`src/rtl/time_display_scanner.sv`:
```
// Purpose: scans HH-MM-SS onto an 8-digit active-low 7-segment display with per-field blinking.
// Latency: outputs registered, one cycle behind the scan/snapshot/blink state that produced them.
// Backpressure: none; free-running scan, inputs sampled only at each frame-end edge.
module time_display_scanner #(
  parameter int SCAN_DIV   = 10,
  parameter int GUARD      = 1,
  parameter int BLINK_HALF = 5000
) (
  input  logic       clock,
  input  logic       rst,
  input  logic [7:0] hour,
  input  logic [7:0] minute,
  input  logic [7:0] second,
  input  logic [2:0] blink_mask,
  output logic [7:0] targeten,
  output logic [7:0] targetdisplay
);

  localparam int CW = (SCAN_DIV > 1) ? $clog2(SCAN_DIV) : 1;
  localparam int BW = (BLINK_HALF > 1) ? $clog2(BLINK_HALF) : 1;
  localparam logic [CW-1:0] CNT_LAST   = CW'(SCAN_DIV - 1);
  localparam logic [CW-1:0] GUARD_V    = CW'(GUARD);
  localparam logic [BW-1:0] BLINK_LAST = BW'(BLINK_HALF - 1);

  localparam logic [7:0] SEG_DASH  = 8'hBF;
  localparam logic [7:0] SEG_BLANK = 8'hFF;
  localparam logic [7:0] SEG_ERR   = 8'h86;

  logic [CW-1:0] cnt_q, cnt_d;
  logic [2:0]    idx_q, idx_d;
  logic [BW-1:0] blink_q, blink_d;
  logic          phase_q, phase_d;
  logic [7:0]    snap_h_q, snap_h_d;
  logic [7:0]    snap_m_q, snap_m_d;
  logic [7:0]    snap_s_q, snap_s_d;
  logic [7:0]    en_q, en_d;
  logic [7:0]    seg_q, seg_d;

  logic [7:0]    field_v;
  logic          field_blink;
  logic          is_dash;
  logic          is_ones;
  logic [7:0]    bcd;
  logic [7:0]    digit_seg;

  // Tens/ones split by repeated subtraction; only meaningful for v <= 99.
  function automatic logic [7:0] to_bcd(input logic [7:0] v);
    logic [7:0] rem;
    logic [3:0] tens;
    rem  = v;
    tens = 4'd0;
    for (int k = 0; k < 9; k++) begin
      if (rem >= 8'd10) begin
        rem  = rem - 8'd10;
        tens = tens + 4'd1;
      end
    end
    return {tens, rem[3:0]};
  endfunction

  // Active-low {dp,g,f,e,d,c,b,a} pattern for a decimal digit, dp off.
  function automatic logic [7:0] seg7(input logic [3:0] d);
    logic [7:0] s;
    case (d)
      4'd0:    s = 8'hC0;
      4'd1:    s = 8'hF9;
      4'd2:    s = 8'hA4;
      4'd3:    s = 8'hB0;
      4'd4:    s = 8'h99;
      4'd5:    s = 8'h92;
      4'd6:    s = 8'h82;
      4'd7:    s = 8'hF8;
      4'd8:    s = 8'h80;
      4'd9:    s = 8'h90;
      default: s = SEG_BLANK;
    endcase
    return s;
  endfunction

  // Scan counters, blink timebase and frame-end snapshot of the time fields.
  always_comb begin
    cnt_d    = cnt_q;
    idx_d    = idx_q;
    blink_d  = blink_q;
    phase_d  = phase_q;
    snap_h_d = snap_h_q;
    snap_m_d = snap_m_q;
    snap_s_d = snap_s_q;

    if (cnt_q == CNT_LAST) begin
      cnt_d = '0;
      idx_d = idx_q + 3'd1;
    end else begin
      cnt_d = cnt_q + CW'(1);
    end

    if (blink_q == BLINK_LAST) begin
      blink_d = '0;
      phase_d = ~phase_q;
    end else begin
      blink_d = blink_q + BW'(1);
    end

    // Latching only here keeps every digit of a frame from the same time value.
    if (idx_q == 3'd7 && cnt_q == CNT_LAST) begin
      snap_h_d = hour;
      snap_m_d = minute;
      snap_s_d = second;
    end
  end

  // Segment pattern for the digit currently selected by idx.
  always_comb begin
    field_v     = 8'd0;
    field_blink = 1'b0;
    is_dash     = 1'b0;
    is_ones     = 1'b0;
    digit_seg   = SEG_BLANK;

    case (idx_q)
      3'd0, 3'd1: begin
        field_v     = snap_s_q;
        field_blink = blink_mask[0];
      end
      3'd3, 3'd4: begin
        field_v     = snap_m_q;
        field_blink = blink_mask[1];
      end
      3'd6, 3'd7: begin
        field_v     = snap_h_q;
        field_blink = blink_mask[2];
      end
      default: is_dash = 1'b1;
    endcase

    is_ones = (idx_q == 3'd0) || (idx_q == 3'd3) || (idx_q == 3'd6);
    bcd     = to_bcd(field_v);

    if (is_dash) begin
      digit_seg = SEG_DASH;
    end else if (phase_q && field_blink) begin
      // Anode stays on while blanked so the duty cycle of other digits is unchanged.
      digit_seg = SEG_BLANK;
    end else if (field_v > 8'd99) begin
      digit_seg = SEG_ERR;
    end else begin
      digit_seg = seg7(is_ones ? bcd[3:0] : bcd[7:4]);
    end
  end

  // Output register inputs: all anodes off during the anti-ghost guard window.
  always_comb begin
    en_d  = 8'hFF;
    seg_d = SEG_BLANK;
    if (cnt_q >= GUARD_V) begin
      en_d  = ~(8'b1 << idx_q);
      seg_d = digit_seg;
    end
  end

  // State and output registers with synchronous active-low reset.
  always_ff @(posedge clock) begin
    if (!rst) begin
      cnt_q    <= '0;
      idx_q    <= 3'd0;
      blink_q  <= '0;
      phase_q  <= 1'b0;
      snap_h_q <= 8'd0;
      snap_m_q <= 8'd0;
      snap_s_q <= 8'd0;
      en_q     <= 8'hFF;
      seg_q    <= SEG_BLANK;
    end else begin
      cnt_q    <= cnt_d;
      idx_q    <= idx_d;
      blink_q  <= blink_d;
      phase_q  <= phase_d;
      snap_h_q <= snap_h_d;
      snap_m_q <= snap_m_d;
      snap_s_q <= snap_s_d;
      en_q     <= en_d;
      seg_q    <= seg_d;
    end
  end

  assign targeten      = en_q;
  assign targetdisplay = seg_q;

endmodule
```
`config.mk`:
```
export PLATFORM = sky130hd
export DESIGN_NAME = time_display_scanner
export DESIGN_NICKNAME = d
export VERILOG_FILES = /design/src/rtl/time_display_scanner.sv
export SDC_FILE = /design/constraint.sdc
export NUM_CORES = 1
export LEC_CHECK = 0
export BUFFER_PORTS_ARGS = -buffer_cell sky130_fd_sc_hd__buf_2
export CAP_MARGIN = 10
export CORE_MARGIN = 2
export CORE_UTILIZATION = 60
export DETAILED_ROUTE_END_ITERATION = 10
export GPL_TIMING_DRIVEN = 0
export PLACE_DENSITY = 0.88
export REMOVE_ABC_BUFFERS = 1
export SETUP_SLACK_MARGIN = 0.4
export SLEW_MARGIN = 20
export SYNTH_ARGS = -nofsm -noshare
export SYNTH_HDL_FRONTEND = slang
export SYNTH_SLANG_ARGS = --single-unit
```
`constraint.sdc`:
```
create_clock -name clock -period 19.28 [get_ports clock]
set_clock_uncertainty 0.2 [all_clocks]
set_input_delay 0 -clock clock [delete_from_list [all_inputs] [get_ports clock]]
set_output_delay 0 -clock clock [all_outputs]
set_load 0.02 [all_outputs]
```
Yosys cells after proc, flatten, opt, wreduce, memory -nomap -nowiden
Memories as Yosys holds them, arrays and structs flattened.
Cells that the tools add are included.
{ "totals": {"output_inout_bits": 16, "wordCells": 94, "romBits": 112, "register_bits": 61, "n_memories": 1} }
{ "op_classes": {"n_eq_ne": 7, "mux": 24, "shifts": 1, "n_lt_le_gt_ge": 11, "n_addsub": 20, "reduce_logical": 14, "bitwise": 5} }
{ "memory_table": {"columns": ["memory", "depth", "word_bits", "read_ports", "rd_clocked_by_memory_dff", "wr", "line_no", "source"], "rows": [
  ["(no name shown)", 16, 7, 1, 0, 0, "64", "case (d)"]
]} }
{ "op_table": {"columns": ["operator", "count"], "rows": [
  [">= comparator 8 x 4 -> 1 bit (second input constant)", 9],
  ["two-way mux 8 bit", 8],
  ["subtractor 8 x 4 -> 8 bit (second input constant)", 8],
  ["two-way mux 4 bit", 10],
  ["adder 4 x 1 -> 4 bit (second input constant)", 9],
  ["one-hot mux 8 bit (3 select lines)", 1],
  ["two-way mux 7 bit", 3],
  ["adder 13 x 1 -> 13 bit (second input constant)", 1],
  ["equality test 13 bit (second input constant)", 1],
  ["OR reduction 2 bit", 5],
  ["equality test 3 bit (second input constant)", 3],
  ["greater-than comparator 8 x 7 -> 1 bit (second input constant)", 1],
  ["inverter 8 bit", 1],
  ["<< shifter 1 x 3 -> 8 bit (first input constant)", 1],
  ["OR reduction 6 bit", 1],
  ["OR reduction 5 bit", 1],
  ["equality test 4 bit (second input constant)", 1],
  [">= comparator 4 x 1 -> 1 bit (second input constant)", 1],
  ["inverter 1 bit", 4],
  ["OR reduction 4 bit", 1],
  ["subtractor 4 bit (second input constant)", 1],
  ["adder 3 x 1 -> 3 bit (second input constant)", 1],
  ["equality test 3 x 1 -> 1 bit (second input constant)", 1],
  ["equality test 3 x 2 -> 1 bit (second input constant)", 1],
  ["6 further kinds", 8]
]} }

Longest topological paths before layout
An unclocked memory read counts as a cell.
{ "logic_depth": {"ltp_word": 26, "depth_mapped": 52, "mapped_depth_nobuf": 49} }

Least setup slack after synthesis
OpenSTA, ideal clock, no wires.
{ "synth_path": {"path_kind": "register to register", "from": "reg idx_q[0]", "to": "reg seg_q[4], in the netlist targetdisplay[4]", "slack_ps": 9011, "t_arrival_ps": 10003, "t_required_ps": 19014, "path_buffers": 3, "stages_incl_launch_ff": 50, "cell_sequence": "dfxtp_1 ha_1 ha_1 a21o_2 buf_2 and2_1 o21ai_0 ha_1 inv_1 a211oi_4 nand2_2 a21oi_1 nor2_2 mux2_2 ha_1 nand2_1 a21oi_2 buf_6 [14 not listed] buf_2 o32a_1 and3_4 a211oi_4 xnor2_1 inv_1 ha_1 and2_1 o2111a_1 a211oi_4 mux2_2 ha_1 mux2i_1 mux2i_2 inv_1 ha_1 mux2_1 a2bb2oi_2"} }
{ "synth_between": {"elab_chain_cells": 24} }
{ "synth_lines": {"columns": ["item", "line_no", "source"], "rows": [
  ["from (decl)", "30", "logic [2:0] idx_q, idx_d;"],
  ["from (signal assigned)", "175", "idx_q <= idx_d;"],
  ["equality test 3 bit, or another cell as far along", "120", "case (idx_q)"],
  ["OR reduction 2 bit", "120", null],
  ["one-hot mux 8 bit (3 select lines)", "120", null],
  ["subtractor 8 x 4 -> 8 bit / >= comparator 8 x 4 -> 1 bit (equally long branches)", "54, 53", null],
  ["two-way mux 8 bit / two-way mux 1 bit (equally long branches)", "53", "if (rem >= 8'd10) begin"],
  ["subtractor 8 x 4 -> 8 bit, or another cell as far along", "54", "rem = rem - 8'd10;"],
  ["two-way mux 8 bit / two-way mux 4 bit (equally long branches)", "53", null],
  ["subtractor 8 x 4 -> 8 bit, or another cell as far along", "54", null],
  ["[8 not listed]", null, null],
  ["two-way mux 8 bit / two-way mux 4 bit (equally long branches)", "53", null],
  ["subtractor 8 x 4 -> 8 bit, or another cell as far along", "54", null],
  ["two-way mux 8 bit / two-way mux 4 bit (equally long branches)", "53", null],
  [">= comparator 8 x 4 -> 1 bit, or another cell as far along", "53", null],
  ["two-way mux 4 bit", "53", null],
  ["two-way mux 4 bit", "147", "digit_seg = seg7(is_ones ? bcd[3:0] : bcd[7:4]);"],
  ["memory (16 x 7 bit)", null, null],
  ["two-way mux 7 bit", "144", "end else if (field_v > 8'd99) begin"],
  ["to (signal assigned)", "182", "seg_q <= seg_d;"],
  ["to (decl)", "37", "logic [7:0] seg_q, seg_d;"]
]} }
Several ways; a longest one is shown, not always the timed one.
A chain may end at the register's enable or synchronous reset.

Worst setup path after layout
Ends and elaborated chain as after synthesis.

==> reports/qor.txt <==
Initial antenna violation count -> 0
FF-to-FF path depth -> 46
Sequential share of power -> 47.7%
DRC viols -> 0
Leak -> 0.00283 uW
Post-DR vias/cell -> 6.76
TritonCTS clock tree -> done
Final HPWL DP -> 11.9 mm
Gp weighted congestion -> 0.947
Final ANT Viol Nets -> 0
Total track usage -> 34.6%
Status -> finished, final reports clean
Internal power -> 197 uW
Worst path most repeated cell -> ha_1
DP Area -> 6350 um^2
Crit path to -> targetdisplay[4]$_SDFF_PP1_
Ys async rst share -> 0%
Period Utilization, post-route -> 67.1%
# IOs -> 45
Setup CP Type -> reg -> reg
Drt pass-1 iters -> 6
CP peak stage delay -> 0.76 ns
Die area -> 11100 um^2
Sw power -> 72.2 uW
Buffers on Ports -> 43
CP Launch Point -> idx_q[0]$_SDFFE_PN0N_
Layout cells sized above 1 -> 15.2%
Area grow syn2layout -> 14.4%
Synthesized area -> 6160 um^2
Largest net degree at the start of global routing -> 39
Worst EP arrival -> 13.03 ns
Slowest-stage cell, CP -> ha_1
Final TNS setup -> 0 ns
Post-route cell area -> 7040 um^2
Die Y -> 105 um
Rows -> 36
Register bit total from synthesis -> 60
Clock power share -> 44.0%
Count of cell types in the netlist -> 108
Minimum hold slack -> 0.209 ns
Drt wl/cell -> 19.4 um
Top_reg_cell synth -> dfxtp_1
Mapped Cells -> 799
Total setup buffers inserted after CTS -> 0
Detailed Route WL -> 19.5 mm
Final cell count without fillers -> 1006
Initial drt markers -> 622
Worst R2R End -> targetdisplay[4]$_SDFF_PP1_
Number of global-route vias before repair -> 6565
CP required -> 19.37 ns
Global-route wire length before repair -> 31.9 mm
NumNets Final -> 926
Ant. Diodes -> 0
RSZ-0062 raised after global routing -> no
H-tree depth -> 3
Clock buffer count from CTS -> 9
CP Capture Type -> register
Max cap viols -> 0
Initial Util -> 62.4%
Clk sinks -> 60
Sw Ratio -> 26.8%
Placed instance count -> 941
Startpoint Class -> register
Die width -> 105 um
Overflow after GRT -> 0
Worst-path clk slew -> 0.08 ns
Beginning of the worst register-to-register path -> idx_q[0]$_SDFFE_PN0N_
Power density over cell area -> 38.3 nW/um^2
Worst reg2reg setup slack -> 6.35 ns
Via count -> 6802
Fmax -> 77.3 MHz
Yosys synthesis warning count -> 0
Hold path start -> blink_mask[2]
Worst-path fanout max -> 24
Slew headroom -> 29.1%
Post-layout util -> 71.4%
Syn_area_per_cell -> 7.71 um^2
Hold WC Path Type -> in -> reg
Filler cells -> 681
Slew @ Worst Pin -> 1.04 ns
Min Tclk post-route -> 12.93 ns
Sequential area share after synthesis -> 19.5%
Clk_lat worst skew -> 0.36 ns
Core Region -> 9860 um^2
Final hold violation count -> 0
Final Max Tran Viols -> 0
Comb power frac -> 8.2%
CTS Buffer Depth -> 2
CTS Root Cell -> clkbuf_8
Post-synth EDFFs -> 0
VDD IR-drop max -> 0.0000860 V
Final setup vio count -> 0
## cells in the final DEF, fill, tap and decap left out, types with 26 or more instances in the layout
| cell type | instances |
|---|---|
| nand2_1 | 107 |
| nor2_1 | 60 |
| dfxtp_1 | 59 |
| dlygate4sd3_1 | 49 |
| buf_2 | 43 |
| o21ai_0 | 40 |
| a21oi_1 | 35 |
| ha_1 | 29 |
| nand3_1 | 27 |
| xnor2_1 | 27 |
| a21boi_0 | 26 |
## worst min path at each step
stage,end,cells past startpoint
after floorplan,blink_q[2]$_SDFF_PP0_,1
after global placement,snap_m_q[6]$_SDFFE_PN0P_,3
after detailed placement,snap_s_q[2]$_SDFFE_PN0P_,3
after CTS,targetdisplay[6]$_SDFF_PN1_,6
after global routing,targetdisplay[6]$_SDFF_PN1_,6
final,targetdisplay[6]$_SDFF_PN1_,6
## power by group through the flow
stage                     Combinational (uW)  Clock, uW  Sequential, uW
after floorplan                         6.88          0             133
after global placement                  15.4          0             131
after detailed placement                16.0          0             131
after CTS                               20.0        114             128
after global routing                    23.5        120             129
final                                   22.2        119             129
## routing by layer
metal	global-route usage, %	routed length [um]	share of wire, %
met1	41.3	7650	39
met2	61.3	9620	49
met3	4.76	1430	7.3
met4	15.5	773	4.0
met5	0	0	0
## sequential cells by signal, indices dropped and copies added (netlist names)
signal,count
blink_q,13
snap_h_q,8
snap_m_q,8
snap_s_q,8
targeten,8
targetdisplay,7
cnt_q,4
idx_q,3
phase_q,1
## per-stage QoR
step	total power (uW)	setup slack, ns
after floorplan	140	8.85
after global placement	146	7.13
after CTS	263	6.74
after detailed placement	147	6.79
after global routing	273	5.52
final	269	6.35
## final cells by class
class	instances	area, um^2	area share, %
Sequential cell	60	1200	17.1
Clock inverter	7	76.3	1.08
Timing Repair Buffer	92	706	10.0
Inverter	25	93.8	1.33
Multi-Input combinational cell	680	4680	66.4
Tap cell	133	166	2.36
Clock buffer	9	124	1.76
## cell usage after synthesis, types with 8 or more instances
cell type	n	area, um^2
xor2_1	12	105
a211oi_1	11	82.6
xnor2_1	27	236
a21boi_0	26	195
dfxtp_1	60	1200
nor3_1	18	90.1
o211ai_1	18	135
nand4_1	8	50.1
o21ai_1	17	85.1
a21o_1	10	75.1
and2_1	20	125
o21ai_0	40	200
mux2_2	8	90.1
nand2_1	107	402
nor2_1	60	225
ha_1	29	363
buf_2	11	55.1
and3_1	9	56.3
nand3_1	27	135
inv_1	24	90.1
a21oi_1	35	175
clkbuf_1	15	56.3
## repair_timing
action                                 4_1_cts  5_1_grt
endpoints found under the hold margin       34        0
hold buffers                                49        0
gates resized for setup                      0        0
## cell families after synthesis
family / after synthesis / synth area share [%]
buffers and inverters: 59 / 4.55
xor gates and xnor gates: 39 / 5.55
other: 1 / 0.0609
DFF: 60 / 19.5
adders and majority gates: 29 / 5.89
and+or+nand+nor: 311 / 25.8
AOI/OAI and AO/OA: 282 / 35.4
muxes: 18 / 3.19
## worst max-delay path, delay by kind of cell, from the launching register on
family / cells / cell delay [ns]
AND/OR/NAND/NOR: 11 / 2.22
flip-flops: 1 / 0.36
adder cells (fa/ha/maj): 7 / 2.29
AO/OA/AOI/OAI: 15 / 4.79
XOR/XNOR: 1 / 0.27
multiplexers: 6 / 1.93
buffers and inverters: 6 / 0.78
No activity file was read; power rests on OpenSTA's default activity.
